==> config.mk <==
export PLATFORM = sky130hd
export DESIGN_NAME = program_player
export DESIGN_NICKNAME = d
export VERILOG_FILES = /design/src/rtl/program_player.sv
export SDC_FILE = /design/constraint.sdc
export NUM_CORES = 1
export LEC_CHECK = 0
export ABC_AREA = 1
export CORE_MARGIN = 1
export CORE_UTILIZATION = 30
export DETAILED_ROUTE_END_ITERATION = 10
export PLACE_DENSITY = 0.48
export SYNTH_ARGS = -nofsm -noshare
export SYNTH_HDL_FRONTEND = slang
export SYNTH_SLANG_ARGS = --single-unit
==> constraint.sdc <==
create_clock -name CLK -period 5.2 [get_ports CLK]
set_input_delay 1.3 -clock CLK [delete_from_list [all_inputs] [get_ports CLK]]
set_output_delay 1.3 -clock CLK [all_outputs]
set_load 0.005 [all_outputs]
==> src/rtl/program_player.sv <==
// program_player: loadable program image replayed word by word onto the
// CPU instruction input, with per-word hold, one-shot/loop and abort.
module program_player #(
    parameter int DATA_W = 16,
    parameter int DEPTH  = 16,
    parameter int ADDR_W = 4,
    parameter int HOLD_W = 8
) (
    input  logic              CLK,
    input  logic              reset,
    input  logic              load_en,
    input  logic [ADDR_W-1:0] load_addr,
    input  logic [DATA_W-1:0] load_data,
    input  logic [ADDR_W:0]   length,
    input  logic [HOLD_W-1:0] hold,
    input  logic              loop_mode,
    input  logic              start,
    input  logic              stop,
    output logic [DATA_W-1:0] data_out,
    output logic              word_valid,
    output logic [ADDR_W-1:0] word_index,
    output logic              busy,
    output logic              done,
    output logic [7:0]        loop_count
);

    typedef enum logic [1:0] {
        S_IDLE,
        S_PLAY,
        S_FINISH
    } state_t;

    localparam logic [ADDR_W:0]   DEPTH_L = (ADDR_W+1)'(DEPTH);
    localparam logic [ADDR_W:0]   ONE_L   = (ADDR_W+1)'(1);
    localparam logic [HOLD_W-1:0] ONE_H   = HOLD_W'(1);
    localparam logic [ADDR_W-1:0] ONE_A   = ADDR_W'(1);

    state_t            r_state;
    state_t            w_next;
    logic [DATA_W-1:0] r_mem [DEPTH];
    logic [ADDR_W-1:0] r_idx;
    logic [HOLD_W-1:0] r_hcnt;
    logic [HOLD_W-1:0] r_hold;
    logic [ADDR_W:0]   r_len;
    logic              r_loop;
    logic [7:0]        r_lc;

    logic [DATA_W-1:0] r_data_out;
    logic              r_word_valid;
    logic [ADDR_W-1:0] r_word_index;
    logic              r_busy;
    logic              r_done;
    logic [7:0]        r_loop_count;

    logic [ADDR_W:0]   w_len;
    logic [HOLD_W-1:0] w_hold;
    logic              w_last_tick;
    logic              w_last_word;
    logic              w_load;
    logic              w_play;
    logic              w_fin;

    always_comb begin
        w_len       = (length > DEPTH_L) ? DEPTH_L : length;
        w_hold      = (hold == '0) ? ONE_H : hold;
        w_last_tick = (r_hcnt == r_hold - ONE_H);
        w_last_word = ({1'b0, r_idx} == r_len - ONE_L);
        w_load      = load_en && ({1'b0, load_addr} < DEPTH_L);
    end

    always_ff @(posedge CLK) begin
        if (!reset) begin
            r_state <= S_IDLE;
        end else begin
            r_state <= w_next;
        end
    end

    always_comb begin
        w_next = r_state;
        unique case (r_state)
            S_IDLE: begin
                if (start) begin
                    w_next = (w_len == '0) ? S_FINISH : S_PLAY;
                end
            end
            S_PLAY: begin
                if (stop) begin
                    w_next = S_IDLE;
                end else if (w_last_tick && w_last_word && !r_loop) begin
                    w_next = S_FINISH;
                end
            end
            S_FINISH: w_next = S_IDLE;
            default:  w_next = S_IDLE;
        endcase
    end

    always_comb begin
        w_play = (r_state == S_PLAY);
        w_fin  = (r_state == S_FINISH);
    end

    // Playback datapath; loop_count is cleared only when a real pass starts.
    always_ff @(posedge CLK) begin
        if (!reset) begin
            r_idx  <= '0;
            r_hcnt <= '0;
            r_len  <= '0;
            r_hold <= ONE_H;
            r_loop <= 1'b0;
            r_lc   <= '0;
        end else begin
            unique case (r_state)
                S_IDLE: begin
                    if (start) begin
                        r_len  <= w_len;
                        r_hold <= w_hold;
                        r_loop <= loop_mode;
                        r_idx  <= '0;
                        r_hcnt <= '0;
                        if (w_len != '0) begin
                            r_lc <= '0;
                        end
                    end
                end
                S_PLAY: begin
                    if (!stop) begin
                        if (w_last_tick) begin
                            r_hcnt <= '0;
                            if (w_last_word) begin
                                r_idx <= '0;
                                if (r_loop && r_lc != 8'hFF) begin
                                    r_lc <= r_lc + 8'd1;
                                end
                            end else begin
                                r_idx <= r_idx + ONE_A;
                            end
                        end else begin
                            r_hcnt <= r_hcnt + ONE_H;
                        end
                    end
                end
                default: begin
                end
            endcase
        end
    end

    // Image is write-protected outside IDLE.
    always_ff @(posedge CLK) begin
        if (reset && r_state == S_IDLE && w_load) begin
            r_mem[load_addr] <= load_data;
        end
    end

    always_ff @(posedge CLK) begin
        if (!reset) begin
            r_data_out   <= '0;
            r_word_valid <= 1'b0;
            r_word_index <= '0;
            r_busy       <= 1'b0;
            r_done       <= 1'b0;
            r_loop_count <= '0;
        end else begin
            r_data_out   <= w_play ? r_mem[r_idx] : '0;
            r_word_valid <= w_play;
            r_word_index <= w_play ? r_idx : '0;
            r_busy       <= w_play;
            r_done       <= w_fin;
            r_loop_count <= r_lc;
        end
    end

    assign data_out   = r_data_out;
    assign word_valid = r_word_valid;
    assign word_index = r_word_index;
    assign busy       = r_busy;
    assign done       = r_done;
    assign loop_count = r_loop_count;

endmodule

==> flow_summary.ini, run 1 <==
[run_status]
outcome = finished, final reports clean

[floorplanning]
coreArea_um2 = 42040
die_w_um = 208.6
fp.dieArea_um2 = 43500
io_pins = 70
start_util_pct = 30.45
dieHeight_um = 208.6
fp-row-count = 75

[layout]
finish.instance_area_um2 = 15130
nFillCells = 4156
finalNetCount = 1187
n_antenna_cell = 0
drive_gt1_share_pct = 8.462
multi_input_area_um2 = 3356
regArea_um2 = 9015
syn2layout_area_growth_pct = 18.22
fin_cells = 1709
utilization_pct = 35.99

[sta]
setup_tns_ps = 0
skew_ps = 21.70
tightest_slew_ps = 1031
slew_viol_final = 0
fin_ws_ps = 1803
rsz0062_at_grt = false
setup-violations-final = 0
layout_min_cycle_time_ps = 3397
max_freq_mhz = 294.4
relSlewSlack_pct = 31.17
hold_slack_ps = 445.8
report.final.hold_viol_count = 0
timing.final.crit_share_pct = 65.32

[clocking]
clk_latency_ps = 540
hold_buffers = 0
htreeDepth = 2
ctsResizeCount = 0
path_clk_slew_ps = 60
clock-sinks = 322
clockBufferDepth = 3
cts-root-buf = clkbuf_16
cts_tree = done
cts_post_setup_buffers_inserted = 0
cts_buffers = 35

[setup_path]
cp_data_required_time_ps = 5340
cp_slowest_cell = nor2_2
critPathArrivalTime_ps = 3540
critPathBufInv = 1
crit_fanout = 16
crit_type = in2reg
critPathLaunchType = input port
critical-path-max-stage-delay_ps = 870
cp_top_family = simple AND/OR/NAND/NOR gates
crit_chain = clkdlybuf4s50_1 -> nand2_1 -> nor2_1 -> nand3_1 -> nor2_2
crit_path_end_kind = flop

[placement]
place_area_um2 = 14030
portBuffers = 69
gp_congestion = 0.7376
place_inst = 1645
dpl.hpwl_um = 20550
pre_cts_ws_ps = 1230

[pwr]
power.leakage_nw = 4.980
power.total_mw = 5.684
powerDensity_nw_per_um2 = 375.6
vdd_ir_drop_max_mv = 0.2137

[synth]
synth_cell_types = 35
avgSynthCellArea_um2 = 11.73
ys_ff_latch = 322
syn_area_um2 = 12800
yosys_warnings = 0
netlist_instances = 1091
syn-num-nets = 1135
netlist_top_cells_area = edfxtp_1, dfxtp_1, nor2_1
synth_top_area_cell = edfxtp_1
yosysSeqAreaShare_pct = 70.38
yosys.area.top_type_share_pct = 60.06

[drt]
drtIter0Drc = 579
drt-vias-per-instance = 4.920
vias = 8409
drc = 0
wl_per_cell_um = 19.45
first_pass_iters = 4
antenna_left = 0
wl_um = 33240

[grt]
grt.met3_usage_pct = 2.672
grt_max_degree = 98
grt_pass1_vias = 8444
antenna_found_initial = 0
grt_util_all_layers_pct = 15.30
gr-total-overflow = 0
grt-busiest-layer = met2
use_met2_pct = 25.25
grt_pass1_wl_um = 50690
grtUsageMet1_pct = 20.77

[run]
max_cap_viol_count = 0

[hold_path]
min_path_type = reg2reg
==> final cells by class <==
| class | count | area share (%) |
|---|---|---|
| tap | 539 | 4.457 |
| timing repair buffer | 80 | 5.110 |
| clock buffer | 44 | 6.077 |
| clock inverter | 20 | 1.207 |
| sequential | 322 | 59.58 |
| multi-input combinational | 648 | 22.18 |
| inverter | 56 | 1.397 |
==> cell usage in the layout, fill, tap and decap left out, drive strengths merged <==
cell	instances
edfxtp	256
nor2	199
o21ai	145
nand2	88
clkdlybuf4s50	69
dfxtp	66
inv	56
clkbuf	44
a21oi	43
o221ai	42
nand3	34
o211ai	23
o22ai	22
clkinv	17
buf	11
xor2	11
nand4	10
nor3	9
xnor2	6
ha	5
nand3b	3
a211oi	3
or2	2
nor3b	2
bufinv	2
nor4	1
clkinvlp	1
==> power by group <==
| group | internal [mW] | switching, mW | total [mW] |
|---|---|---|---|
| combinational | 0.137 | 0.295 | 0.432 |
| clock | 1.38 | 1.04 | 2.41 |
| sequential | 2.81 | 0.0271 | 2.84 |
| total | 4.33 | 1.36 | 5.68 |
==> synthesized netlist by cell type <==
cell type  instances
a211oi_1           3
a21oi_1           42
a21oi_4            1
buf_1              1
buf_2              8
buf_4              1
buf_6              1
clkbuf_1          54
clkinv_1           3
dfxtp_1           66
edfxtp_1         256
ha_1               5
inv_1             43
inv_2             10
nand2_1           84
nand2_2            3
nand2_4            1
nand3_1           33
nand3_4            1
nand3b_1           3
nand4_1           10
nor2_1           197
nor2_2             2
nor3_1             9
nor3b_1            2
nor4_1             1
o211ai_1          23
o21ai_0          105
o21ai_1           40
o221ai_1          42
o22ai_1           22
or2_1              2
xnor2_1            6
xor2_1            10
xor2_2             1
==> tightest hold or removal path, stage by stage (launching register included) <==
cell and delay [ps]:
dfxtp_1 320, nand2_1 60, inv_1 30
==> worst paths after layout <==
| path | from | endpoint | slack, ps | cells past startpoint |
|---|---|---|---|---|
| min | r_lc[7]$_SDFFE_PN0P_ | loop_count[7]$_SDFF_PN0_ | 450 | 2 |
| max | reset | r_mem[14][12]$_DFFE_PP_ | 1800 | 5 |
| max reg2reg | r_idx[0]$_SDFFE_PN0P_ | data_out[12]$_SDFF_PN0_ | 2170 | 6 |
| min reg2reg | r_lc[7]$_SDFFE_PN0P_ | loop_count[7]$_SDFF_PN0_ | 450 | 2 |
==> kinds of logic after synthesis <==
group / Yosys count / synth area share (%)
and+or+nand+nor: 348 / 11.28
DFF: 322 / 70.38
buffers and inverters: 121 / 3.715
adders and majority gates: 5 / 0.4888
AOI/OAI and AO/OA: 278 / 12.91
xor gates and xnor gates: 17 / 1.222
==> per-layer routing <==
layer,wire [um],up-vias
met5,0,-
met3,1408,45
met2,15640,168
met4,580,0
li1,-,4064
met1,15610,4132
==> sequential cells by signal, indices dropped and copies added (netlist names) <==
| signal | cells |
|---|---|
| r_hold | 8 |
| r_loop | 1 |
| r_hcnt | 8 |
| done | 1 |
| busy | 1 |
| r_len | 5 |
| r_mem | 256 |
| r_idx | 4 |
| loop_count | 8 |
| r_state | 2 |
| word_index | 4 |
| data_out | 16 |
| r_lc | 8 |
Power figures use the tool's default switching activity.
==> inputs of run 2 (changes only) <==
PLACE_DENSITY = 0.49   (was 0.48)
clock period = 3.1 ns   (was 5.2 ns; I/O delays follow)
==> flow_summary.ini, run 2 (same netlist as run 1, synthesis figures left out) <==
[sta]
fin_ws_ps = 664.6
tightest_slew_ps = 821.4
hold_slack_ps = 450.4
relSlewSlack_pct = 44.90
slew_viol_final = 0
rsz0062_at_grt = false
timing.final.crit_share_pct = 78.56
layout_min_cycle_time_ps = 2435
setup-violations-final = 0
max_freq_mhz = 410.6
skew_ps = 16.85
report.final.hold_viol_count = 0
setup_tns_ps = 0

[clocking]
cts_buffers = 36
path_clk_slew_ps = 60
hold_buffers = 0
clockBufferDepth = 3
cts_post_setup_buffers_inserted = 0
clock-sinks = 322
htreeDepth = 2
cts_tree = done
clk_latency_ps = 540
ctsResizeCount = 0
cts-root-buf = clkbuf_16

[run]
max_cap_viol_count = 0

[grt]
gr-total-overflow = 0
grt_max_degree = 134
grt_util_all_layers_pct = 16.06
antenna_found_initial = 1
grt_pass1_wl_um = 53360
grt_pass1_vias = 8740

[floorplanning]
fp.dieArea_um2 = 43500
coreArea_um2 = 42040
dieHeight_um = 208.6
start_util_pct = 30.45
die_w_um = 208.6
io_pins = 70
fp-row-count = 75

[placement]
pre_cts_ws_ps = 543.1
dpl.hpwl_um = 21460
portBuffers = 69
place_inst = 1688
gp_congestion = 0.7932
place_area_um2 = 14400

[setup_path]
crit_chain = clkinv_1 -> o211ai_1 -> a21oi_1
crit_type = reg2reg
critPathLaunchType = flop
cp_data_required_time_ps = 3450
reg2reg_to = data_out[15]$_SDFF_PN0_
cp_slowest_cell = clkinv_1
critical-path-max-stage-delay_ps = 860
rr_worst_depth = 3
rr_startpoint = r_idx[3]$_SDFFE_PN0P_
crit_fanout = 17
critPathArrivalTime_ps = 2790
crit_path_end_kind = flop
ff2ff_setup_slack_ps = 660

[layout]
largest_reg_flops = 256
finalNetCount = 1231
layout_common_cells = edfxtp_1, nor2_1, o21ai_0, nand2_1, clkdlybuf4s50_1
drive_gt1_share_pct = 11.77
n_antenna_cell = 0
syn2layout_area_growth_pct = 21.57
utilization_pct = 37.01
fin_cells = 1754
final_common_cell = edfxtp_1
top_register = r_mem
finish.instance_area_um2 = 15560

[drt]
drc = 0
wl_um = 34360
wl_per_cell_um = 19.59
antenna_left = 0
vias = 8674
drt-vias-per-instance = 4.945
first_pass_iters = 4
drtIter0Drc = 638

[hold_path]
hp-start = r_state[0]$_SDFFE_PN0P_
min_path_cells = 1
worstHoldEndpoint = done$_SDFF_PN0_
min_path_type = reg2reg

[pwr]
vdd_ir_drop_max_mv = 0.3743
power.leakage_nw = 5.246
power.total_mw = 9.740
powerDensity_nw_per_um2 = 625.9

[run_status]
outcome = finished, final reports clean
[run 2: cell types whose count changed in the layout (fill, tap and decap cells not counted), moves of 2 or more]
cell | before | now
buf_12 | 0 | 4
buf_4 | 11 | 50
clkbuf_1 | 8 | 12
clkinv_1 | 9 | 6
clkinv_2 | 8 | 6
[run 2: report_power, final]
group / switching, mW / internal, mW / leakage, nW
registers: 0.0381 / 4.72 / 2.84
clock network: 1.75 / 2.47 / 0.564
logic: 0.506 / 0.256 / 1.84
[run 2: final cells by class]
class	instances	area [um^2]
clock buffers	50	973.4
well taps	539	674.4
clock inverters	16	185.2
multi-input cells	648	3356
repair buffers	123	1146
fillers	4128	26480
flip-flops and latches	322	9015
inverters	56	211.5
[run 2: how the worst max path moves through the flow]
stage	endpoint	cells after the start	startpoint	slack [ps]
global placement	r_mem[1][5]$_DFFE_PP_	7	reset	550
global route	data_out[15]$_SDFF_PN0_	3	r_idx[3]$_SDFFE_PN0P_	540
floorplan	r_mem[10][0]$_DFFE_PP_	5	reset	590
CTS	data_out[12]$_SDFF_PN0_	3	r_idx[3]$_SDFFE_PN0P_	640
finish	data_out[15]$_SDFF_PN0_	3	r_idx[3]$_SDFFE_PN0P_	660
detailed placement	r_mem[13][13]$_DFFE_PP_	7	reset	540
[run 2: worst max-delay path: cells and delay by family (launching register included)]
family / cells / cell delay [ps]
buffers and inverters: 1 / 860
AO/OA/AOI/OAI: 2 / 630
flip-flops: 1 / 750
[run 2: metal layers]
| metal | vias to the layer above | global-route usage [%] | wire length (um) |
|---|---|---|---|
| met5 | - | 0 | 0 |
| met4 | 0 | 3.879 | 590 |
| met3 | 40 | 2.566 | 1547 |
| met2 | 210 | 26.64 | 16480 |
| met1 | 4286 | 21.93 | 15740 |
| li1 | 4138 | - | - |
